$ cat src/rtl/riscv_issue_unit.sv
// riscv_issue_unit: decoded-instruction queue with load/mul-use
// hazard hold and three-level operand forwarding into issue.
`ifndef UNIT_NUM
`define UNIT_NUM 8
`endif

module riscv_issue_unit #(
  parameter int FIFO_DEPTH = 2,
  parameter int UNIT_NUM   = `UNIT_NUM
) (
  input  logic                clk,
  input  logic                rst,

  input  logic                in_valid,
  output logic                in_ready,
  input  logic [31:0]         in_inst,
  input  logic [31:0]         in_pc,
  input  logic [UNIT_NUM-1:0] in_unit_usage,
  input  logic                in_rs1_use,
  input  logic                in_rs2_use,

  input  logic                flush,
  input  logic                pipe_stall,

  output logic [4:0]          rf_ra_addr,
  output logic [4:0]          rf_rb_addr,
  input  logic [31:0]         rf_ra_data,
  input  logic [31:0]         rf_rb_data,

  input  logic                load_stage1,
  input  logic                mul_stage1,
  input  logic [4:0]          rd_stage1,
  input  logic [4:0]          rd_stage2,
  input  logic [4:0]          writeback_rd,
  input  logic [31:0]         result_stage1,
  input  logic [31:0]         result_stage2,
  input  logic [31:0]         writeback_data,

  output logic                issue_valid,
  output logic                issue_stall,
  output logic [31:0]         issue_inst,
  output logic [31:0]         issue_pc,
  output logic [UNIT_NUM-1:0] issue_unit_usage,
  output logic [31:0]         issue_ra_data,
  output logic [31:0]         issue_rb_data
);

  localparam int AW = (FIFO_DEPTH > 1) ? $clog2(FIFO_DEPTH) : 1;
  localparam int CW = AW + 1;
  localparam logic [CW-1:0] FULL_CNT = CW'(FIFO_DEPTH);

  logic [31:0]         inst_q  [FIFO_DEPTH];
  logic [31:0]         pc_q    [FIFO_DEPTH];
  logic [UNIT_NUM-1:0] unit_q  [FIFO_DEPTH];
  logic                use1_q  [FIFO_DEPTH];
  logic                use2_q  [FIFO_DEPTH];

  logic [AW-1:0] rd_ptr;
  logic [AW-1:0] wr_ptr;
  logic [CW-1:0] count;

  logic                has_head;
  logic                push;
  logic                pop;
  logic                load_use;
  logic                src1_hit;
  logic                src2_hit;
  logic [31:0]         head_inst;
  logic [31:0]         head_pc;
  logic [UNIT_NUM-1:0] head_unit;
  logic                head_use1;
  logic                head_use2;
  logic [4:0]          src1;
  logic [4:0]          src2;

  // Operand select: youngest producer wins, x0 is hardwired zero.
  function automatic logic [31:0] fwd(
    input logic [4:0]  src,
    input logic [31:0] rf,
    input logic [4:0]  rd1,
    input logic [31:0] res1,
    input logic [4:0]  rd2,
    input logic [31:0] res2,
    input logic [4:0]  rdw,
    input logic [31:0] resw
  );
    logic [31:0] v;
    v = rf;
    priority case (1'b1)
      (src == 5'd0):               v = '0;
      (rd1 != 5'd0 && rd1 == src): v = res1;
      (rd2 != 5'd0 && rd2 == src): v = res2;
      (rdw != 5'd0 && rdw == src): v = resw;
      default:                     v = rf;
    endcase
    return v;
  endfunction

  assign has_head = (count != '0);
  assign in_ready = (count != FULL_CNT);
  assign push     = in_valid && in_ready && !flush;

  // Head view; an empty queue presents all-zero fields.
  always_comb begin
    head_inst = '0;
    head_pc   = '0;
    head_unit = '0;
    head_use1 = 1'b0;
    head_use2 = 1'b0;
    if (has_head) begin
      head_inst = inst_q[rd_ptr];
      head_pc   = pc_q[rd_ptr];
      head_unit = unit_q[rd_ptr];
      head_use1 = use1_q[rd_ptr];
      head_use2 = use2_q[rd_ptr];
    end
  end

  assign src1 = head_inst[19:15];
  assign src2 = head_inst[24:20];

  assign rf_ra_addr = src1;
  assign rf_rb_addr = src2;

  // Load/mul-use detection against the stage1 destination only.
  always_comb begin
    src1_hit = head_use1 && (src1 != 5'd0) && (src1 == rd_stage1);
    src2_hit = head_use2 && (src2 != 5'd0) && (src2 == rd_stage1);
    load_use = (load_stage1 || mul_stage1) &&
               (rd_stage1 != 5'd0) &&
               (src1_hit || src2_hit);
  end

  assign issue_valid = has_head && !load_use && !flush;
  assign pop         = issue_valid && !pipe_stall;
  assign issue_stall = pipe_stall;

  assign issue_inst       = head_inst;
  assign issue_pc         = head_pc;
  assign issue_unit_usage = head_unit;

  assign issue_ra_data = fwd(src1, rf_ra_data,
                             rd_stage1, result_stage1,
                             rd_stage2, result_stage2,
                             writeback_rd, writeback_data);

  assign issue_rb_data = fwd(src2, rf_rb_data,
                             rd_stage1, result_stage1,
                             rd_stage2, result_stage2,
                             writeback_rd, writeback_data);

  // Pointer and occupancy tracking; flush empties the queue.
  always_ff @(posedge clk or posedge rst) begin
    if (rst) begin
      rd_ptr <= '0;
      wr_ptr <= '0;
      count  <= '0;
    end else if (flush) begin
      rd_ptr <= '0;
      wr_ptr <= '0;
      count  <= '0;
    end else begin
      if (push) begin
        wr_ptr <= wr_ptr + AW'(1);
      end
      if (pop) begin
        rd_ptr <= rd_ptr + AW'(1);
      end
      unique case ({push, pop})
        2'b10:   count <= count + CW'(1);
        2'b01:   count <= count - CW'(1);
        default: count <= count;
      endcase
    end
  end

  // Entry storage, written at the tail on an accepted push.
  always_ff @(posedge clk or posedge rst) begin
    if (rst) begin
      for (int i = 0; i < FIFO_DEPTH; i++) begin
        inst_q[i] <= '0;
        pc_q[i]   <= '0;
        unit_q[i] <= '0;
        use1_q[i] <= 1'b0;
        use2_q[i] <= 1'b0;
      end
    end else if (push) begin
      inst_q[wr_ptr] <= in_inst;
      pc_q[wr_ptr]   <= in_pc;
      unit_q[wr_ptr] <= in_unit_usage;
      use1_q[wr_ptr] <= in_rs1_use;
      use2_q[wr_ptr] <= in_rs2_use;
    end
  end

endmodule

$ cat config.mk
export PLATFORM = sky130hd
export DESIGN_NAME = riscv_issue_unit
export DESIGN_NICKNAME = d
export VERILOG_FILES = /design/src/rtl/riscv_issue_unit.sv
export SDC_FILE = /design/constraint.sdc
export NUM_CORES = 1
export LEC_CHECK = 0
export ABC_AREA = 1
export ABC_CLOCK_PERIOD_IN_PS = 4200
export BUFFER_PORTS_ARGS = -buffer_cell sky130_fd_sc_hd__buf_2
export CORE_MARGIN = 3
export CORE_UTILIZATION = 40
export CTS_CLUSTER_DIAMETER = 120
export DETAILED_ROUTE_END_ITERATION = 10
export PLACE_DENSITY = 0.7
export SETUP_SLACK_MARGIN = 0.15
export SYNTH_ARGS = -nofsm -noshare
export SYNTH_HDL_FRONTEND = slang
export SYNTH_SLANG_ARGS = --single-unit
$ cat constraint.sdc
create_clock -name clk -period 4.2 [get_ports clk]
set_clock_uncertainty 0.2 [all_clocks]
set_input_delay 0 -clock clk [delete_from_list [all_inputs] [get_ports clk]]
set_output_delay 0 -clock clk [all_outputs]
set_load 0.02 [all_outputs]
==> results by group <==
Synth
  – Synth top area cells: dfrtp_1 (36%), nand2_1 (20%), inv_1 (12%)
  – Simple-Gate Fraction of Synth Area: 0.288
  – Synth warn: 0
  – Multiplexer share of the synthesized area: 0.000954
  – Post-synthesis xor/xnor area fraction: 0.00585
  – Mapped Area: 10500 µm²
  – Most frequent cell after synthesis: nand2_1
  – Most used DFF post-synth: dfrtp_1
  – Synth cell count leaders: nand2_1 (547), inv_1 (330), o21ai_0 (188)
  – Fraction of registers with async set or reset after synthesis: 1.00
  – Post-Syn Nets: 1923
  – Post-Synth Adder-Cell Area: 0
  – Mapped Avg Cell Area: 6.29 µm²
  – Area leader, netlist: dfrtp_1
  – Synth unique cells: 33
  – Area share of the largest cell type after synthesis: 0.363
  – FF+latch count, synth: 152
  – Mapped Cells: 1667
  – Post-synth EDFFs: 0
  – Main combinational cell family by area after synthesis: simple AND/OR/NAND/NOR gates
  – Synth Area in Compound Gates: 0.172
  – Seq/Total Area, Yosys: 0.363

Critical path
  – FF-to-FF path depth: 13
  – Req. time, crit path: 4290 ps
  – Slowest CP cell: buf_4
  – Arr. time, crit path: 3770 ps
  – CP delay by family, top: buffers and inverters
  – CP Launch Type: flip-flop
  – R2R setup slack: 520 ps
  – Critical Path Most Common Cell: nand2_1
  – Worst-path maximum fanout: 65
  – Reg2reg end: count[0]
  – Worst-path cell chain: buf_4 > mux2i_1 > nor2_1 > nand2_1 > nand2_1 > nand2_1 > nand3_1 > nand2_1 > nand3_1 > nand2_1 > dlygate4sd3_1 > nand2_1 > dlygate4sd3_1
  – R2r startpoint: rd_ptr
  – CP max stage delay: 650 ps
  – Crit. End Element: flip-flop
  – WS Path Type: reg2reg
  – Buf+Inv Stages, Crit Path: 3

Timing
  – Final Hold Vio Count: 0
  – Finish-stage setup viols: 0
  – Setup TNS Final: 0 ps
  – Hold Slack: 59.7 ps
  – RSZ-0062 raised after global routing: false
  – Max Clock Freq: 272 MHz
  – Max Slew Vio Count: 0
  – Rel. slew slack: 0.197
  – Fin crit period: 3680 ps
  – Slew @ Worst Pin: 1200 ps
  – Fin crit share: 0.876

Final layout
  – FF/Latch Area: 3800 µm²
  – Layout cells sized above 1: 0.235
  – NumNets Final: 2333
  – Final Instance Area: 14000 µm²
  – Multi-input logic area: 4920 µm²
  – Area grow syn2layout: 33.8%
  – Fill cells: 2532

GRT
  – Vias in the first global route: 11762
  – First-pass GRT wire length: 61400 µm
  – Largest net degree at the start of global routing: 153
  – Grt ovf: 0
  – Antenna violations before repair: 7
  – Total track usage: 0.267

Route
  – Vias: 12278
  – Met3 Wirelength: 3080 µm
  – Routed metal-1 wirelength: 15600 µm
  – DR pass1 iterations: 5
  – Drt wl/cell: 16.1 µm
  – DRC: 0
  – DRT Wirelength: 39200 µm
  – Top routing layer in use: met4
  – DR iter-0 viols: 1311
  – Vias per cell: 5.06
  – DR WL met2: 18800 µm
  – Routed Antenna Nets: 0

Floorplanning
  – Die footprint: 28200 µm²
  – Die width: 168 µm
  – Initial cell density of the core: 0.412
  – Top-level I/O count: 405
  – Die Y: 168 µm
  – FP Rows: 58
  – Core ar.: 25500 µm²

Power and ir drop
  – P_int: 3.98 mW
  – PD cells: 510 nW/µm²
  – Part of the power in registers: 0.309
  – NetSw: 3.18 mW
  – Comb power frac: 0.480
  – Pleak: 8.52 nW
  – Clock share of power: 0.211
  – Worst VDD drop: 0.413 mV
  – Switching Share: 0.444

Min path
  – Min-delay worst type: in2reg
  – Hold EP: count[1]
  – WHS Path Cells: 8
  – Hold path startpoint: load_stage1

Clock network
  – Post-CTS setup buffer count: 0
  – Root Buffer: clkbuf_16
  – Clock Latency Late Sink: 410 ps
  – Num CTS Buffers: 17
  – Hold buffer count at CTS: 80
  – Post-CTS sizing: 0
  – Clock transition at path regs: 60 ps
  – CTS max path bufs: 2
  – Htree depth: 4
  – CTS sink cnt: 152
  – CTS tree: yes

Placement
  – Port bufs: 404
  – DP Area: 12600 µm²
  – GP Congestion: 0.980
  – Final HPWL DP: 27200 µm

Status
  – Status: finished, final reports clean

Job
  – Max-Cap Viols: 0
==> kinds of logic after synthesis <==
group	Yosys count
buf+inv	454
flops	152
mux	1
compound gates	327
simple gates	726
xor+xnor	7
==> power groups by stage <==
stage	combinational (mW)	clock, mW	sequential, mW
6_report	3.44	1.51	2.21
5_1_grt	3.84	1.61	2.26
4_1_cts	3.42	1.54	2.20
3_5_place_dp	3.34	0	2.22
3_3_place_gp	3.30	0	2.20
2_1_floorplan	2.33	0	2.15
==> flip-flops by register name, summed over array words and instances, names as in the netlist <==
name    flops
count       2
unit_q     16
use2_q      2
inst_q     64
pc_q       64
wr_ptr      1
use1_q      2
rd_ptr      1
==> area by class of cell <==
type | count | share of cell area
flip-flops and latches | 152 | 0.271
diodes | 7 | 0.00125
inverters | 340 | 0.0912
clock buffers | 21 | 0.0321
well taps | 330 | 0.0294
multi-input cells | 1061 | 0.351
repair buffers | 505 | 0.214
clock inverters | 11 | 0.00963
==> placed cells by master (no fill, tap or decap), types with 3 or more instances in the layout <==
master / Yosys / routed
nand4_1: 36 / 36
inv_1: 330 / 329
a21oi_1: 69 / 69
clkbuf_1: 70 / 3
inv_2: 7 / 7
dlygate4sd3_1: 0 / 80
buf_4: 11 / 19
clkbuf_16: 0 / 17
o21ai_0: 188 / 188
inv_6: 0 / 5
clkinv_1: 3 / 3
dfrtp_1: 152 / 151
o22ai_1: 5 / 5
nand3_1: 119 / 118
diode_2: 0 / 7
clkinvlp_4: 0 / 4
o211ai_2: 10 / 10
nor2_1: 7 / 7
xor2_1: 6 / 6
nand2_1: 547 / 546
o21ai_1: 26 / 26
a21oi_2: 4 / 4
buf_2: 25 / 404
o211ai_1: 22 / 22
nand2_2: 8 / 9
==> through the flow <==
stage	setup slack, ps	power [mW]	std cells	util
2_1_floorplan	1940	4.48	1667	-
3_3_place_gp	1180	5.50	2308	0.496
3_5_place_dp	1110	5.56	2308	0.496
4_1_cts	515	7.16	2420	0.550
5_1_grt	295	7.71	2427	0.551
6_report	519	7.16	2427	0.551
==> worst register-to-register path: stages, from the launching register on <==
cell and delay [ps]:
dfrtp_2 480, buf_4 650, mux2i_1 390, nor2_1 80, nand2_1 70, nand2_1 70, nand2_1 70, nand3_1 140
nand2_1 140, nand3_1 80, nand2_1 60, dlygate4sd3_1 540, nand2_1 40, dlygate4sd3_1 550
==> worst max-delay path by stage <==
stage | cells past startpoint | end | start | slack (ps)
2_1_floorplan | 15 | issue_ra_data[0] | rd_ptr | 1940
3_3_place_gp | 14 | issue_rb_data[19] | count[0] | 1180
3_5_place_dp | 14 | issue_rb_data[19] | count[0] | 1110
4_1_cts | 13 | count[0] | rd_ptr | 510
5_1_grt | 14 | issue_rb_data[25] | count[0] | 300
6_report | 13 | count[0] | rd_ptr | 520
==> routing by layer <==
| metal | up-vias | track usage |
|---|---|---|
| li1 | 5989 | - |
| met1 | 5571 | 0.327 |
| met2 | 618 | 0.447 |
| met3 | 100 | 0.0554 |
| met4 | 0 | 0.130 |
| met5 | - | 0 |
Note: power is estimated with default switching activity, not from simulation.
